## src/rtl/expr_tx_if.sv

```systemverilog
// Character stream link between the expression transmitter and its sink.
// Carries one 8-bit ASCII character per accepted transfer.
// Valid/ready handshake: a transfer happens on an edge where out_valid & out_ready.
interface expr_tx_if;
  logic [7:0] out_ch;
  logic       out_valid;
  logic       out_ready;

  modport master (output out_ch, output out_valid, input out_ready);
  modport slave  (input out_ch, input out_valid, output out_ready);
endinterface

```

## src/rtl/expr_tx.sv

```systemverilog
// Serializes a latched digit/operator list as ASCII and evaluates it (* before +).
// Latency: first character visible the cycle after the start edge; done one cycle after the last transfer.
// Backpressure: out_ch/out_valid hold while out_ready is low; start is ignored while busy.
module expr_tx #(
  parameter int MAXN = 8,
  parameter int W    = 16
) (
  input  logic                clk,
  input  logic                clr,
  input  logic                start,
  input  logic [3:0]          count,
  input  logic [4*MAXN-1:0]   digits,
  input  logic [MAXN-2:0]     ops,
  output logic                busy,
  output logic                done,
  output logic [W-1:0]        result,
  output logic                err,
  expr_tx_if.master           tx
);

  localparam logic [3:0] MAXN4 = 4'(MAXN);

  typedef enum logic [1:0] {IDLE, DIGIT, OP, DONE} state_t;

  state_t              state, state_nx;
  logic [3:0]          cnt_q, idx_q;
  logic [4*MAXN-1:0]   dig_q;
  logic [MAXN-2:0]     ops_q;
  logic [W-1:0]        sum_q, prod_q, sum_nx, prod_nx, dig_w;
  logic [3:0]          cur_dig, nxt_dig;
  logic                cur_op, prev_op;
  logic                xfer, start_ok, last_dig;

  assign xfer     = tx.out_valid & tx.out_ready;
  assign start_ok = start && (count != 4'd0) && (count <= MAXN4);
  assign last_dig = (idx_q == cnt_q - 4'd1);
  assign dig_w    = {{(W-4){1'b0}}, cur_dig};

  // Select the current and next operand and the operators either side of the current operand.
  always_comb begin
    cur_dig = 4'd0;
    nxt_dig = 4'd0;
    cur_op  = 1'b0;
    prev_op = 1'b0;
    for (int k = 0; k < MAXN; k++) begin
      if (idx_q == 4'(k))         cur_dig = dig_q[4*k +: 4];
      if (idx_q + 4'd1 == 4'(k))  nxt_dig = dig_q[4*k +: 4];
    end
    for (int k = 0; k < MAXN-1; k++) begin
      if (idx_q == 4'(k))         cur_op  = ops_q[k];
      if (idx_q == 4'(k+1))       prev_op = ops_q[k];
    end
  end

  // Precedence evaluation: prod holds the running product term, sum the finished terms.
  always_comb begin
    sum_nx  = sum_q;
    prod_nx = prod_q;
    if (idx_q == 4'd0) begin
      sum_nx  = '0;
      prod_nx = dig_w;
    end else if (!prev_op) begin
      sum_nx  = sum_q + prod_q;
      prod_nx = dig_w;
    end else begin
      prod_nx = prod_q * dig_w;
    end
  end

  // Next-state logic: advance on transfers, DONE lasts exactly one cycle.
  always_comb begin
    state_nx = state;
    case (state)
      IDLE:  if (start_ok) state_nx = DIGIT;
      DIGIT: if (xfer)     state_nx = last_dig ? DONE : OP;
      OP:    if (xfer)     state_nx = DIGIT;
      DONE:                state_nx = IDLE;
    endcase
  end

  // State register.
  always_ff @(posedge clk or posedge clr) begin
    if (clr) state <= IDLE;
    else     state <= state_nx;
  end

  // Registered outputs, latched request and accumulators; the next character is loaded on each transfer.
  always_ff @(posedge clk or posedge clr) begin
    if (clr) begin
      cnt_q        <= '0;
      idx_q        <= '0;
      dig_q        <= '0;
      ops_q        <= '0;
      sum_q        <= '0;
      prod_q       <= '0;
      result       <= '0;
      err          <= 1'b0;
      busy         <= 1'b0;
      done         <= 1'b0;
      tx.out_valid <= 1'b0;
      tx.out_ch    <= 8'h00;
    end else begin
      done <= 1'b0;
      case (state)
        IDLE: begin
          if (start_ok) begin
            cnt_q        <= count;
            dig_q        <= digits;
            ops_q        <= ops;
            idx_q        <= '0;
            sum_q        <= '0;
            prod_q       <= '0;
            result       <= '0;
            err          <= 1'b0;
            busy         <= 1'b1;
            tx.out_valid <= 1'b1;
            tx.out_ch    <= 8'h30 + {4'h0, digits[3:0]};
          end else if (start) begin
            err <= 1'b1;
          end
        end
        DIGIT: begin
          if (xfer) begin
            sum_q  <= sum_nx;
            prod_q <= prod_nx;
            if (cur_dig > 4'd9) err <= 1'b1;
            if (last_dig) begin
              tx.out_valid <= 1'b0;
              done         <= 1'b1;
              result       <= sum_nx + prod_nx;
            end else begin
              tx.out_ch <= cur_op ? 8'h2A : 8'h2B;
            end
          end
        end
        OP: begin
          if (xfer) begin
            idx_q     <= idx_q + 4'd1;
            tx.out_ch <= 8'h30 + {4'h0, nxt_dig};
          end
        end
        DONE: begin
          busy <= 1'b0;
        end
      endcase
    end
  end

endmodule

```

## src/flat_wrapper.sv

```systemverilog
// flat-port wrapper written by rule: the top's interface ports become plain ports
module expr_tx_flat 
#(
  parameter int MAXN = 8,
  parameter int W    = 16
)
  (clk, clr, start, count, digits, ops, busy, done, result, err, tx_out_ch, tx_out_valid, tx_out_ready);
  expr_tx_if tx_i ();
  input  logic clk;
  input  logic clr;
  input  logic start;
  input  logic [3:0] count;
  input  logic [4*MAXN-1:0] digits;
  input  logic [MAXN-2:0] ops;
  output logic busy;
  output logic done;
  output logic [W-1:0] result;
  output logic err;
  output wire logic [$bits(tx_i.out_ch)-1:0] tx_out_ch;
  output wire logic [$bits(tx_i.out_valid)-1:0] tx_out_valid;
  input wire logic [$bits(tx_i.out_ready)-1:0] tx_out_ready;
  assign tx_out_ch = tx_i.out_ch;
  assign tx_out_valid = tx_i.out_valid;
  assign tx_i.out_ready = tx_out_ready;
  expr_tx #(.MAXN(MAXN), .W(W)) u_core (.clk(clk), .clr(clr), .start(start), .count(count), .digits(digits), .ops(ops), .busy(busy), .done(done), .result(result), .err(err), .tx(tx_i));
endmodule
```

## config.mk

```make
export PLATFORM = sky130hd
export DESIGN_NAME = expr_tx_flat
export DESIGN_NICKNAME = d
export VERILOG_FILES = /design/src/rtl/expr_tx_if.sv /design/src/rtl/expr_tx.sv /design/src/flat_wrapper.sv
export SDC_FILE = /design/constraint.sdc
export NUM_CORES = 1
export LEC_CHECK = 0
export ABC_AREA = 1
export CAP_MARGIN = 20
export CORE_UTILIZATION = 25
export CTS_BUF_LIST = sky130_fd_sc_hd__clkbuf_2
export DETAILED_ROUTE_END_ITERATION = 10
export GPL_ROUTABILITY_DRIVEN = 0
export GPL_TIMING_DRIVEN = 0
export PLACE_DENSITY_LB_ADDON = 0.2
export SLEW_MARGIN = 20
export SYNTH_ARGS = -nofsm -noshare
export SYNTH_HDL_FRONTEND = slang
export SYNTH_SLANG_ARGS = --single-unit
```

## constraint.sdc

```tcl
create_clock -name clk -period 9.3 [get_ports clk]
set_clock_uncertainty 0.1 [all_clocks]
set_input_delay 1.86 -clock clk [delete_from_list [all_inputs] [get_ports clk]]
set_output_delay 1.86 -clock clk [all_outputs]
set_load 0.01 [all_outputs]
```

==> metrics <==
area growth from synthesis to layout 16.7%; grt ovf 0; crit path launch type flip-flop; Setup CP Type flip-flop to flip-flop; fin cells 1727; Post-synth EDFFs 0; nets 1405; design area 0.0101 mm^2; Post-CTS Hold Buffers 0; #FFs+latches synth 107; via/cell ratio 4.54; final setup vio count 0; drt first-iter violations 462; fin crit share 81.7%; Buf/Inv on CP 10; clock buffer depth 2; hpwl dp 21100 um; PD cells 78.7 mW/mm^2; post-layout util 30.0%; Total GRT Usage 15.1%; Via Count 7839; first-pass GRT wire length 42000 um; most used flip-flop cell after synthesis dfrtp_1; clk root buf clkbuf_2; Power Total 0.798 mW; Yosys cell types 53; antenna violations before repair 1; placed cells 1710; DP Worst Slack 1.72 ns; Final Hold Fails 0; Max H-tree Level 3; maximum vdd drop 44.5 uV; input/output buffers 72; worst slew pin tran 0.705 ns; internal power 0.576 mW; power share of the clock group 31.8%; vias in the first global route 7804; Crit. End Element flip-flop; full die area 0.0355 mm^2; CP max FO 10; Post-CTS Setup Inserts 0; DR pass1 iterations 5; worst skew pair latency 0.70 ns; most common cell after layout, fill and taps aside nand2_1; slowest cell delay on critical path 0.55 ns; Post-Syn Area 0.00869 mm^2; Fin Setup TNS 0 ns; leading area contributor after synthesis dfrtp_1; sw power 0.222 mW; DRC viols 0; asr flop ratio synth 100%; Die W 188 um; critical path required time 9.81 ns; Slew Viols, Final 0; # rows 67; Yosys warning total 0; clock sink count 107; Final ANT Viol Nets 0; die height 188 um; Critical Path AT 8.11 ns; hold slack 0.427 ns; Area contributors post-synth dfrtp_1, nand2_1, inv_1, ha_1, fa_1; RSZ-0062 raised after global routing false; sw frac 27.8%; syn avg cell area 7.32 um^2; post-cts resize count 0; total CTS buffers 9; drt total wl 26000 um; largest net degree at the start of global routing 63; CP most frequent cell nand2_1; share of the synthesized area in the top cell type 30.8%; post-synthesis sequential area ratio 30.8%; Final min period 7.59 ns; Top delay family on crit path simple AND/OR/NAND/NOR gates; layout cell share with drive strength beyond 1 6.65%; final setup margin 1.71 ns; achievable frequency 0.132 GHz; MaxCap Viol Count 0; Reg clk slew, reported paths 0.31 ns; leakage power 5.30 nW; I/O pin count 75; initial core utilization 25.7%; wire length per cell 15.1 um; area of the core 0.0339 mm^2; Logic pwr share 7.3%; most frequent cells in the layout nand2_1, inv_1, dfrtp_1; Sequential Power Share 61.0%; slowest cell on the critical path fa_1; Worst Hold Class flip-flop to flip-flop; CTS tree yes; status completed; Mapped Cells 1188; dpl cell area 0.0100 mm^2; slew margin rel. 53.0%
[final timing paths]
path                                      from                  end  slack, ns  cells past startpoint
setup / recovery               u_core.idx_q[1]    u_core.result[15]       1.71                     44
hold / removal             u_core.tx.out_ch[5]  u_core.tx.out_ch[5]       0.43                      1
setup reg to reg               u_core.idx_q[1]    u_core.result[15]       1.71                     44
hold reg to reg            u_core.tx.out_ch[5]  u_core.tx.out_ch[5]       0.43                      1
max in group asynchronous                  clr      u_core.cnt_q[0]       6.97                      3
min in group asynchronous                  clr     u_core.result[8]       1.49                      2
[cell families (layout without fill, tap and decap cells)]
logic type / after synthesis / in the layout / synth area share (%)
adders and majority gates: 85 / 85 / 14.6
buffers and inverters: 255 / 344 / 11.6
AOI/OAI and AO/OA: 242 / 242 / 16.5
DFF: 107 / 107 / 30.8
other: 1 / 3 / 0.0431
and+or+nand+nor: 475 / 475 / 24.2
xor gates and xnor gates: 23 / 23 / 2.32
[cell type report]
cell class | count | area (um^2)
sequential | 107 | 2680
multi-input combinational | 827 | 5010
clock inverter | 6 | 83.8
inverter | 228 | 871
timing repair buffer | 73 | 748
tap | 448 | 561
clock buffer | 10 | 50.0
fill | 3715 | 23700
buffer | 27 | 143
antenna | 1 | 2.50
[flip-flops by register name, indices dropped and copies added (netlist names)]
name / count
u_core.dig_q: 32
u_core.prod_q: 16
u_core.result: 16
u_core.sum_q: 16
u_core.ops_q: 7
u_core.tx.out_ch: 6
u_core.cnt_q: 4
u_core.idx_q: 4
u_core.state: 2
u_core.busy: 1
u_core.done: 1
u_core.err: 1
u_core.tx.out_valid: 1
[Yosys cell counts, types with 2 or more instances]
master       n
a21o_1       2
a21oi_1     60
a22o_1       2
a31oi_1      5
buf_2        3
buf_4        2
buf_6        4
clkbuf_1    18
dfrtp_1    107
fa_1        27
ha_1        58
inv_1      214
inv_2       10
inv_4        2
nand2_1    255
nand2_2     10
nand2_4      2
nand3_1     61
nand3_2      5
nand4_1      8
nor2_1     101
nor2_2       2
nor2_4       4
nor2_8       4
nor3_1       9
o2111ai_1    3
o211ai_1    14
o21ai_0     90
o21ai_1     18
o21bai_1     9
o221ai_1     3
o22ai_1     17
o22ai_2      7
o31ai_1      4
or2_1        3
or2_2        7
xnor2_1      9
xor2_1      14
[layer usage]
| metal | global-route usage (%) | vias up | share of wire (%) |
|---|---|---|---|
| met2 | 23.5 | 130 | 44 |
| met5 | 0 | - | 0 |
| li1 | - | 3981 | - |
| met3 | 1.56 | 13 | 2.8 |
| met4 | 3.57 | 0 | 1.0 |
| met1 | 22.2 | 3715 | 52 |
[power groups by stage]
stage	registers [mW]	clock network, mW	logic (mW)
floorplan	0.491	0	0.0248
global placement	0.494	0	0.0573
detailed placement	0.493	0	0.0597
CTS	0.487	0.268	0.0598
global route	0.489	0.282	0.0655
finish	0.487	0.254	0.0581
Note: power is estimated with default switching activity, not from simulation.
